<file path="config.mk">
export PLATFORM = sky130hd
export DESIGN_NAME = freq_gen
export DESIGN_NICKNAME = d
export VERILOG_FILES = /design/src/rtl/freq_gen_pkg.sv /design/src/rtl/freq_gen_bcd3_to_bin.sv /design/src/rtl/freq_gen.sv
export SDC_FILE = /design/constraint.sdc
export NUM_CORES = 1
export LEC_CHECK = 0
export ABC_AREA = 1
export BUFFER_PORTS_ARGS = -buffer_cell sky130_fd_sc_hd__clkbuf_2
export CAP_MARGIN = 15
export CELL_PAD_IN_SITES_DETAIL_PLACEMENT = 1
export CELL_PAD_IN_SITES_GLOBAL_PLACEMENT = 1
export CORE_AREA = 5 5 136 112
export CTS_CLUSTER_DIAMETER = 120
export CTS_CLUSTER_SIZE = 20
export DETAILED_ROUTE_END_ITERATION = 7
export DIE_AREA = 0 0 141 117
export HOLD_SLACK_MARGIN = 0.02
export PLACE_DENSITY_LB_ADDON = 0.1
export SLEW_MARGIN = 20
export SYNTH_ARGS = -nofsm -noshare
export SYNTH_HDL_FRONTEND = slang
export SYNTH_SLANG_ARGS = --single-unit
</file>
<file path="constraint.sdc">
create_clock -name clk -period 4 [get_ports clk]
set_clock_uncertainty 0.15 [all_clocks]
set_input_delay 0.4 -clock clk [delete_from_list [all_inputs] [get_ports clk]]
set_output_delay 0.4 -clock clk [all_outputs]
set_load 0.1 [all_outputs]
</file>
<file path="src/rtl/freq_gen_pkg.sv">
// Shared constants and helpers for the programmable square-wave source.
package freq_gen_pkg;

  // Default input clock frequency in Hz.
  localparam int CLK_HZ_DEF = 50000000;

  // Largest legal value of one BCD digit.
  localparam logic [3:0] BCD_MAX = 4'd9;

  // Digit slots in the shadow register file.
  localparam logic [1:0] DIG_UNITS    = 2'd0;
  localparam logic [1:0] DIG_TENS     = 2'd1;
  localparam logic [1:0] DIG_HUNDREDS = 2'd2;

  // Three BCD digits give 0..999 Hz.
  localparam int NUM_DIGITS = 3;
  localparam int FREQ_MAX   = 999;
  localparam int FREQ_W     = $clog2(FREQ_MAX + 1);

  typedef logic [3:0] bcd_t;

  // A write is accepted only for an existing slot and a decimal digit.
  function automatic logic bcd_write_ok(input logic [1:0] sel, input bcd_t val);
    return (sel <= DIG_HUNDREDS) && (val <= BCD_MAX);
  endfunction

endpackage

</file>
<file path="src/rtl/freq_gen_bcd3_to_bin.sv">
// Combinational conversion of three BCD digits into binary using shifts
// and adds only (100x = 64x + 32x + 4x, 10x = 8x + 2x).
module bcd3_to_bin
  import freq_gen_pkg::*;
(
  input  logic [3:0]        d_hundreds,
  input  logic [3:0]        d_tens,
  input  logic [3:0]        d_units,
  output logic [FREQ_W-1:0] bin
);

  logic [FREQ_W-1:0] h_ext;
  logic [FREQ_W-1:0] t_ext;
  logic [FREQ_W-1:0] u_ext;

  // Zero-extend each digit to the result width before shifting.
  always_comb begin
    h_ext = {{(FREQ_W-4){1'b0}}, d_hundreds};
    t_ext = {{(FREQ_W-4){1'b0}}, d_tens};
    u_ext = {{(FREQ_W-4){1'b0}}, d_units};
  end

  // Weighted sum; legal digits keep the result within 0..999.
  always_comb begin
    bin = (h_ext << 6) + (h_ext << 5) + (h_ext << 2)
        + (t_ext << 3) + (t_ext << 1)
        + u_ext;
  end

endmodule

</file>
<file path="src/rtl/freq_gen.sv">
// Programmable 0..999 Hz square-wave source with an exact edge count per
// second, plus a free-running one-second tick for aligning gate windows.
//
// Host interface: wr and commit are single-cycle strobes with no ready
// side; the block accepts every strobe on the clock edge where it is high.
// A commit applies the shadow digits as they were before that edge, so a
// write in the same cycle lands in the shadow for the next commit.
module freq_gen
  import freq_gen_pkg::*;
#(
  parameter int CLK_HZ = CLK_HZ_DEF,
  parameter int ACC_W  = 27,
  parameter int SEC_W  = 26
) (
  input  logic             clk,
  input  logic             rst,
  input  logic             wr,
  input  logic [1:0]       digit_sel,
  input  logic [3:0]       bcd_in,
  input  logic             commit,
  output logic             wave_out,
  output logic [9:0]       freq_bin,
  output logic             active,
  output logic             sec_tick,
  output logic             err
);

  localparam logic [ACC_W-1:0] ACC_LIM  = ACC_W'(CLK_HZ);
  localparam logic [SEC_W-1:0] SEC_LAST = SEC_W'(CLK_HZ - 1);
  localparam logic [SEC_W-1:0] SEC_PRE  = SEC_W'(CLK_HZ - 2);

  bcd_t              shadow_units;
  bcd_t              shadow_tens;
  bcd_t              shadow_hundreds;
  logic              write_ok;
  logic [FREQ_W-1:0] conv_bin;

  logic [ACC_W-1:0]  acc;
  logic [ACC_W-1:0]  acc_step;
  logic [ACC_W-1:0]  acc_sum;
  logic              acc_wrap;
  logic              run;

  logic [SEC_W-1:0]  sec_cnt;

  // Decode whether the current write request is legal.
  always_comb begin
    write_ok = bcd_write_ok(digit_sel, bcd_in);
  end

  // Shadow digit registers; illegal writes leave them untouched.
  always_ff @(posedge clk or posedge rst) begin
    if (rst) begin
      shadow_units    <= '0;
      shadow_tens     <= '0;
      shadow_hundreds <= '0;
    end else if (wr && write_ok) begin
      case (digit_sel)
        DIG_UNITS:    shadow_units    <= bcd_in;
        DIG_TENS:     shadow_tens     <= bcd_in;
        DIG_HUNDREDS: shadow_hundreds <= bcd_in;
        default:      ;
      endcase
    end
  end

  // Sticky error flag for any rejected write; only reset clears it.
  always_ff @(posedge clk or posedge rst) begin
    if (rst) begin
      err <= 1'b0;
    end else if (wr && !write_ok) begin
      err <= 1'b1;
    end
  end

  bcd3_to_bin u_bcd3_to_bin (
    .d_hundreds (shadow_hundreds),
    .d_tens     (shadow_tens),
    .d_units    (shadow_units),
    .bin        (conv_bin)
  );

  // Register the converted frequency and its non-zero flag on commit.
  always_ff @(posedge clk or posedge rst) begin
    if (rst) begin
      freq_bin <= '0;
      active   <= 1'b0;
    end else if (commit) begin
      freq_bin <= conv_bin;
      active   <= (conv_bin != '0);
    end
  end

  // Phase step is twice the frequency: one toggle per half period.
  always_comb begin
    run      = (freq_bin != '0);
    acc_step = ACC_W'({freq_bin, 1'b0});
    acc_sum  = acc + acc_step;
    acc_wrap = (acc_sum >= ACC_LIM);
  end

  // Phase accumulator and wave output. The accumulator is never cleared by
  // a re-commit, so rate changes are phase-continuous and glitch-free.
  always_ff @(posedge clk or posedge rst) begin
    if (rst) begin
      acc      <= '0;
      wave_out <= 1'b0;
    end else if (!run) begin
      acc      <= '0;
      wave_out <= 1'b0;
    end else if (acc_wrap) begin
      acc      <= acc_sum - ACC_LIM;
      wave_out <= ~wave_out;
    end else begin
      acc      <= acc_sum;
    end
  end

  // Free-running 0..CLK_HZ-1 counter; the tick is registered one count
  // early so it is high exactly while the counter reads CLK_HZ-1.
  always_ff @(posedge clk or posedge rst) begin
    if (rst) begin
      sec_cnt  <= '0;
      sec_tick <= 1'b0;
    end else begin
      if (sec_cnt == SEC_LAST) begin
        sec_cnt <= '0;
      end else begin
        sec_cnt <= sec_cnt + SEC_W'(1);
      end
      sec_tick <= (sec_cnt == SEC_PRE);
    end
  end

endmodule

</file>
==> run_results.csv, run 1 <==
group,metric,value,unit
synth,yosys_warnings,0,
worst_hold_path,hold_path_class,"input pin to asynchronous set/reset pin",
sta,hold_violations,0,
layout,final_nets,986,
synth,syn_nets,957,
sta,rsz0062_at_grt,"no",
sta,fmax,280,MHz
route,top_layer_used,"met4",
clock_network,ctsHoldBuffers,0,
synth,synthCells,911,
place,port_buffers,23,
critical_path,regToRegSetupSlack,0.43,ns
grt,grt_max_degree,52,
route,drt_wl_total,18100,um
synth,avgSynthCellArea,6.79,um2
place,place.gp.congestion,0.891,
pwr,total_power,5.37,mW
critical_path,cp-start-kind,"flop",
grt,antenna_found_initial,0,
grt,overflow,0,
sta,maxSlewViolCount,0,
sta,worst_pin_slew,0.916,ns
sta,setup_violations,0,
critical_path,crit_fanout,10,
layout,layout_common_cells,"nand2_1 (276), inv_1 (124), nor2_1 (112), dfrtp_1 (78), nand3_1 (71)",
synth,netlist.area_leader.share,31.6,%
route,drc,0,
layout,drive_gt1_share,11.7,%
route,via_count,5907,
sta,min_period_over_period,89.3,%
layout,final_cell_area,6830,um2
synth,ys_seq_area_share,31.6,%
floorplan,fp-row-count,39,
floorplan,die_area,16500,um2
layout,n_antenna_cell,0,
clock_network,cts_root_buf,"clkbuf_16",
pwr,leakage,3.56,nW
route,ant_nets,0,
clock_network,clkTransAtPathRegs,0.06,ns
synth,synth.top_cells.by_area,"dfrtp_1 (32%), nand2_1 (17%), inv_1 (7.6%)",
layout,area.growth.synth_to_final,10.4,%
route,wl_met3,656,um
synth,ys_types,45,
clock_network,cts_sinks,78,
floorplan,io_pins,24,
clock_network,cts_buffers,9,
clock_network,cts_tree,"built",
floorplan,die_w,141,um
pwr,worst_ir_drop_vdd,0.000479,V
pwr,powerDensity,787,nW/um2
place,dpl.hpwl,14800,um
route,drt_iter0_drc,255,
clock_network,clockBufferDepth,2,
grt,grtUsageTotal,23.5,%
floorplan,die_h,117,um
critical_path,crit_type,"flop to flop",
sta,maxSlewHeadroom,39.0,%
critical_path,worst_ep_required_time,4.10,ns
clock_network,htree_num_levels,3,
synth,ys_seq_elements,78,
route,avgViaCountPerCell,5.23,
critical_path,arrival,3.67,ns
route,wire_per_inst,16.0,um
sta,fin_tns_setup,0,ns
floorplan,start_util,44.6,%
layout,mostFrequentLayoutCell,"nand2_1",
synth,yosysTopAreaCell,"dfrtp_1",
flow_run,cap_viol_max_count,0,
route,first_pass_iters,4,
sta,period_minus_slack,3.57,ns
synth,syn_area,6180,um2
clock_network,clock_latency,0.35,ns
grt,grt_pass1_wl,31000,um
floorplan,fp.coreArea,13900,um2
route,wl_met2,8520,um
place,placed_area,6490,um2
critical_path,end_kind,"flop",
outcome,status,"completed",
grt,grt_pass1_vias,6361,
route,met1_length,8430,um
==> flip-flops by register name, indices dropped and copies added (netlist names) <==
signal and count:
shadow_tens 4, freq_bin 10, sec_tick 1, shadow_hundreds 4, err 1, shadow_units 4
sec_cnt 26, wave_out 1, active 1, acc 26
==> routing by layer <==
| metal | vias up | GRT usage [%] |
|---|---|---|
| met5 | - | 0 |
| met4 | 0 | 9.30 |
| met3 | 36 | 3.70 |
| met2 | 84 | 40.2 |
| met1 | 2841 | 30.3 |
| li1 | 2946 | - |
==> cells by family after synthesis <==
family | Yosys count | synth area share, %
AND/OR/NAND/NOR | 571 | 41.5
buffers and inverters | 143 | 9.11
flip-flops | 78 | 31.6
AO/OA/AOI/OAI | 54 | 5.48
adder cells (fa/ha/maj) | 36 | 8.26
XOR/XNOR | 29 | 4.11
==> path summary, 6_finish.rpt <==
path,from,to,cells past startpoint
min in group clk,bcd_in[2],shadow_hundreds[2],3
hold reg to reg,err,err,1
max in group asynchronous,rst,acc[16],3
setup reg to reg,freq_bin[0],acc[8],22
hold / removal,rst,err,2
setup / recovery,freq_bin[0],acc[8],22
==> area by class of cell <==
cell class / instances / area [um2]
Fill cell: 1876 / 7030
Multi-Input combinational cell: 690 / 3680
Tap cell: 184 / 230
Inverter: 134 / 507
Sequential cell: 78 / 1950
Timing Repair Buffer: 27 / 145
Clock buffer: 10 / 239
Clock inverter: 6 / 67.6
==> power by group <==
part | switching (mW) | internal, mW
Combinational | 2.36 | 1.02
Clock | 0.353 | 0.504
Sequential | 0.168 | 0.964
Total | 2.88 | 2.49
==> timing repair <==
action	4_1_cts	5_1_grt
setup endpoints to repair	0	17
gates resized for setup	0	2
buffers inserted	0	2
==> synthesized netlist by cell type (all sizes together) <==
master / number
a211oi: 1
a21oi: 18
a31oi: 2
and2: 3
and3: 1
buf: 4
clkbuf: 5
dfrtp: 78
fa: 8
ha: 28
inv: 134
nand2: 300
nand3: 76
nand3b: 8
nand4: 17
nor2: 129
nor3: 22
nor3b: 2
nor4: 7
nor4b: 1
o211ai: 2
o21a: 7
o21ai: 17
o21bai: 5
o221a: 1
o41ai: 1
or2: 4
or4: 1
xnor2: 5
xor2: 24
==> worst max-delay path, cell delays in order (launching register included) <==
cell and delay, ns:
dfrtp_1 0.41, ha_1 0.24, inv_1 0.07, fa_1 0.38
inv_1 0.10, nand3_1 0.09, nand2_2 0.12, nand2_1 0.07
nand2_1 0.18, xnor2_2 0.19, ha_1 0.25, inv_1 0.06
nor2_1 0.16, nand3_2 0.12, nand2_2 0.11, nor2_2 0.06
nand2_2 0.07, nand2_4 0.07, nand3_4 0.10, buf_4 0.19
nand3_1 0.11, nand2_1 0.10, nor2_1 0.06
==> per-stage QoR <==
| stage | worst slack (ns) | hold slack [ns] | std cells | util, % |
|---|---|---|---|---|
| 5_1_grt | 0.140 | 0.121 | 1129 | 49.3 |
| 2_1_floorplan | 0.144 | 0.304 | 911 | - |
| 3_3_place_gp | 0.447 | 0.312 | 1111 | 46.8 |
| 6_report | 0.426 | 0.0380 | 1129 | 49.3 |
| 4_1_cts | 0.215 | 0.0663 | 1127 | 49.0 |
| 3_5_place_dp | 0.264 | 0.316 | 1111 | 46.8 |
Note: power is estimated with default switching activity, not from simulation.
==> run 2, diff against run 1 <==
Settings changed: MAX_ROUTING_LAYER set to met4, SYNTH_HIERARCHICAL set to 1.
==> run_results.csv, run 2 <==
group,metric,value,unit
outcome,status,"completed",
synth,netlist.area_leader.share,31.8,%
place,dpl.hpwl,14400,um
sta,hold_violations,0,
clock_network,clock_latency,0.34,ns
layout,final_nets,991,
route,avgViaCountPerCell,5.14,
synth,ys_seq_area_share,31.8,%
pwr,switching_power,2.81,mW
route,wl_met3,604,um
place,place.gp.congestion,0.926,
pwr,intPower,2.55,mW
floorplan,io_pins,24,
sta,maxSlewHeadroom,50.4,%
route,first_pass_iters,4,
pwr,p_sw_share,52.5,%
synth,async_flop_share,100,%
critical_path,worst_ep_required_time,4.09,ns
critical_path,critPathMostFrequentCell,"nand2_1",
clock_network,cts_buffers,9,
route,drc,0,
synth,synth.most_common_cell,"nand2_1",
sta,setup_violations,0,
floorplan,die_w,141,um
clock_network,cts_sinks,78,
place,port_buffers,23,
critical_path,crit_type,"flop to flop",
floorplan,fp.coreArea,13900,um2
sta,maxSlewViolCount,0,
clock_network,cts_tree,"built",
critical_path,arrival,3.78,ns
layout,mostFrequentLayoutCell,"nand2_1",
critical_path,crit_fanout,16,
sta,period_minus_slack,3.69,ns
synth,synthFlopType,"dfrtp_1",
critical_path,critPathTopFamily,"simple AND/OR/NAND/NOR gates",
clock_network,ctsHoldBuffers,0,
grt,grt_pass1_vias,6235,
sta,fmax,271,MHz
route,via_count,5822,
route,drt_iter0_drc,265,
layout,area.growth.synth_to_final,10.9,%
critical_path,crit_path_top_delay_cell,"dfrtp_1",
grt,overflow,0,
synth,synth.top_cells.by_area,"dfrtp_1 (32%), nand2_1 (16%), inv_1 (8.6%)",
pwr,powerDensity,786,nW/um2
critical_path,crit_cells,25,
route,wire_per_inst,15.8,um
pwr,pwr-share-seq,20.9,%
clock_network,htree_num_levels,3,
synth,yosys_warnings,6,
critical_path,worst-r2r-cell-count,25,
grt,antenna_found_initial,0,
synth,yosysTopAreaCell,"dfrtp_1",
floorplan,start_util,44.3,%
grt,grt_pass1_wl,30300,um
flow_run,cap_viol_max_count,0,
pwr,clkPwrFrac,16.7,%
layout,n_antenna_cell,0,
grt,grtUsageTotal,23.5,%
route,wl_met2,8720,um
sta,fin_tns_setup,0,ns
place,placed_area,6470,um2
synth,avgSynthCellArea,6.73,um2
floorplan,fp-row-count,39,
synth,synth-edff-count,0,
route,top_layer_used,"met4",
pwr,combPwrFrac,62.4,%
pwr,worst_ir_drop_vdd,0.000495,V
sta,worst_pin_slew,0.743,ns
critical_path,end_kind,"flop",
critical_path,path_buf_inv,7,
route,met1_length,8330,um
floorplan,die_area,16500,um2
layout,drive_gt1_share,12.6,%
sta,min_period_over_period,92.3,%
clock_network,clockBufferDepth,2,
route,drt_wl_total,17800,um
synth,ys_types,45,
layout,layout_common_cells,"nand2_1 (264), inv_1 (140), nor2_1 (109), dfrtp_1 (78), nand3_1 (71)",
floorplan,die_h,117,um
synth,synthCells,913,
clock_network,clkTransAtPathRegs,0.06,ns
route,ant_nets,0,
synth,syn_nets,959,
clock_network,cts_root_buf,"clkbuf_16",
grt,grt_max_degree,58,
critical_path,max_stage_delay,0.40,ns
synth,ys_seq_elements,78,
synth,syn_area,6140,um2
synth,synthTopCellsByCount,"nand2_1 (264), inv_1 (141), nor2_1 (109)",
critical_path,cp-start-kind,"flop",
layout,reg.largest.list,"acc x26, sec_cnt x26, freq_bin x10",
worst_hold_path,hold_path_class,"input pin to asynchronous set/reset pin",
pwr,leakage,3.65,nW
layout,final_cell_area,6820,um2
pwr,total_power,5.36,mW
==> run 2: cell types whose count changed after synthesis, sizes merged, moves of 4 or more <==
cell    change
o21bai      -4
nor3        -7
inv        +26
xor2        -5
nand2      -14
nand4       -4
o21ai       +9
==> run 2: power by group through the flow <==
stage | Clock, mW | Combinational, mW | Sequential (mW)
6_report | 0.896 | 3.34 | 1.12
5_1_grt | 0.949 | 3.73 | 1.14
4_1_cts | 0.922 | 3.35 | 1.12
3_5_place_dp | 0 | 3.32 | 1.14
3_3_place_gp | 0 | 3.18 | 1.12
2_1_floorplan | 0 | 2.25 | 1.41
==> run 2: path summary, 6_finish.rpt <==
| path | startpoint | end | slack, ns |
|---|---|---|---|
| min | rst | acc[23] | 0.02 |
| min in group clk | wr | err | 0.16 |
| max | freq_bin[0] | acc[24] | 0.31 |
| max in group asynchronous | rst | acc[4] | 2.88 |
| max reg2reg | freq_bin[0] | acc[24] | 0.31 |
| min reg2reg | sec_cnt[25] | sec_cnt[25] | 0.32 |
==> run 2: layout make-up <==
type / count / area [um2]
multi-input combinational: 664 / 3520
clock buffer: 12 / 246
timing repair buffer: 31 / 188
tap: 184 / 230
inverter: 161 / 607
sequential: 78 / 1950
fill: 1884 / 7040
clock inverter: 3 / 68.8
==> run 2: per-stage QoR <==
stage | worst slack, ns | utilization [%] | hold WS, ns | cells
after global routing | -0.0115 | 49.2 | 0.0922 | 1133
after detailed placement | 0.284 | 46.7 | 0.309 | 1114
after global placement | 0.490 | 46.7 | 0.305 | 1114
after floorplan | 0.261 | - | 0.288 | 913
after CTS | 0.223 | 48.9 | 0.131 | 1129
final | 0.309 | 49.2 | 0.0250 | 1133
==> run 2: logic make-up (layout without fill, tap and decap cells) <==
family	count (synthesis)	in the layout	share of synthesized area (%)
AND/OR/NAND/NOR	541	541	39.4
buffers and inverters	171	207	10.9
flip-flops	78	78	31.8
AO/OA/AOI/OAI	63	63	6.11
adder cells (fa/ha/maj)	36	36	8.31
XOR/XNOR	24	24	3.54
==> run 2: timing repair <==
action | CTS | global route
buffers inserted | 0 | 4
setup endpoints to repair | 0 | 16
gates resized for setup | 0 | 1
==> run 2: per-layer routing <==
| layer | up-vias | track usage, % |
|---|---|---|
| met5 | - | - |
| met4 | 0 | 4.26 |
| met3 | 21 | 4.31 |
| met2 | 77 | 40.1 |
| met1 | 2821 | 29.8 |
| li1 | 2903 | - |
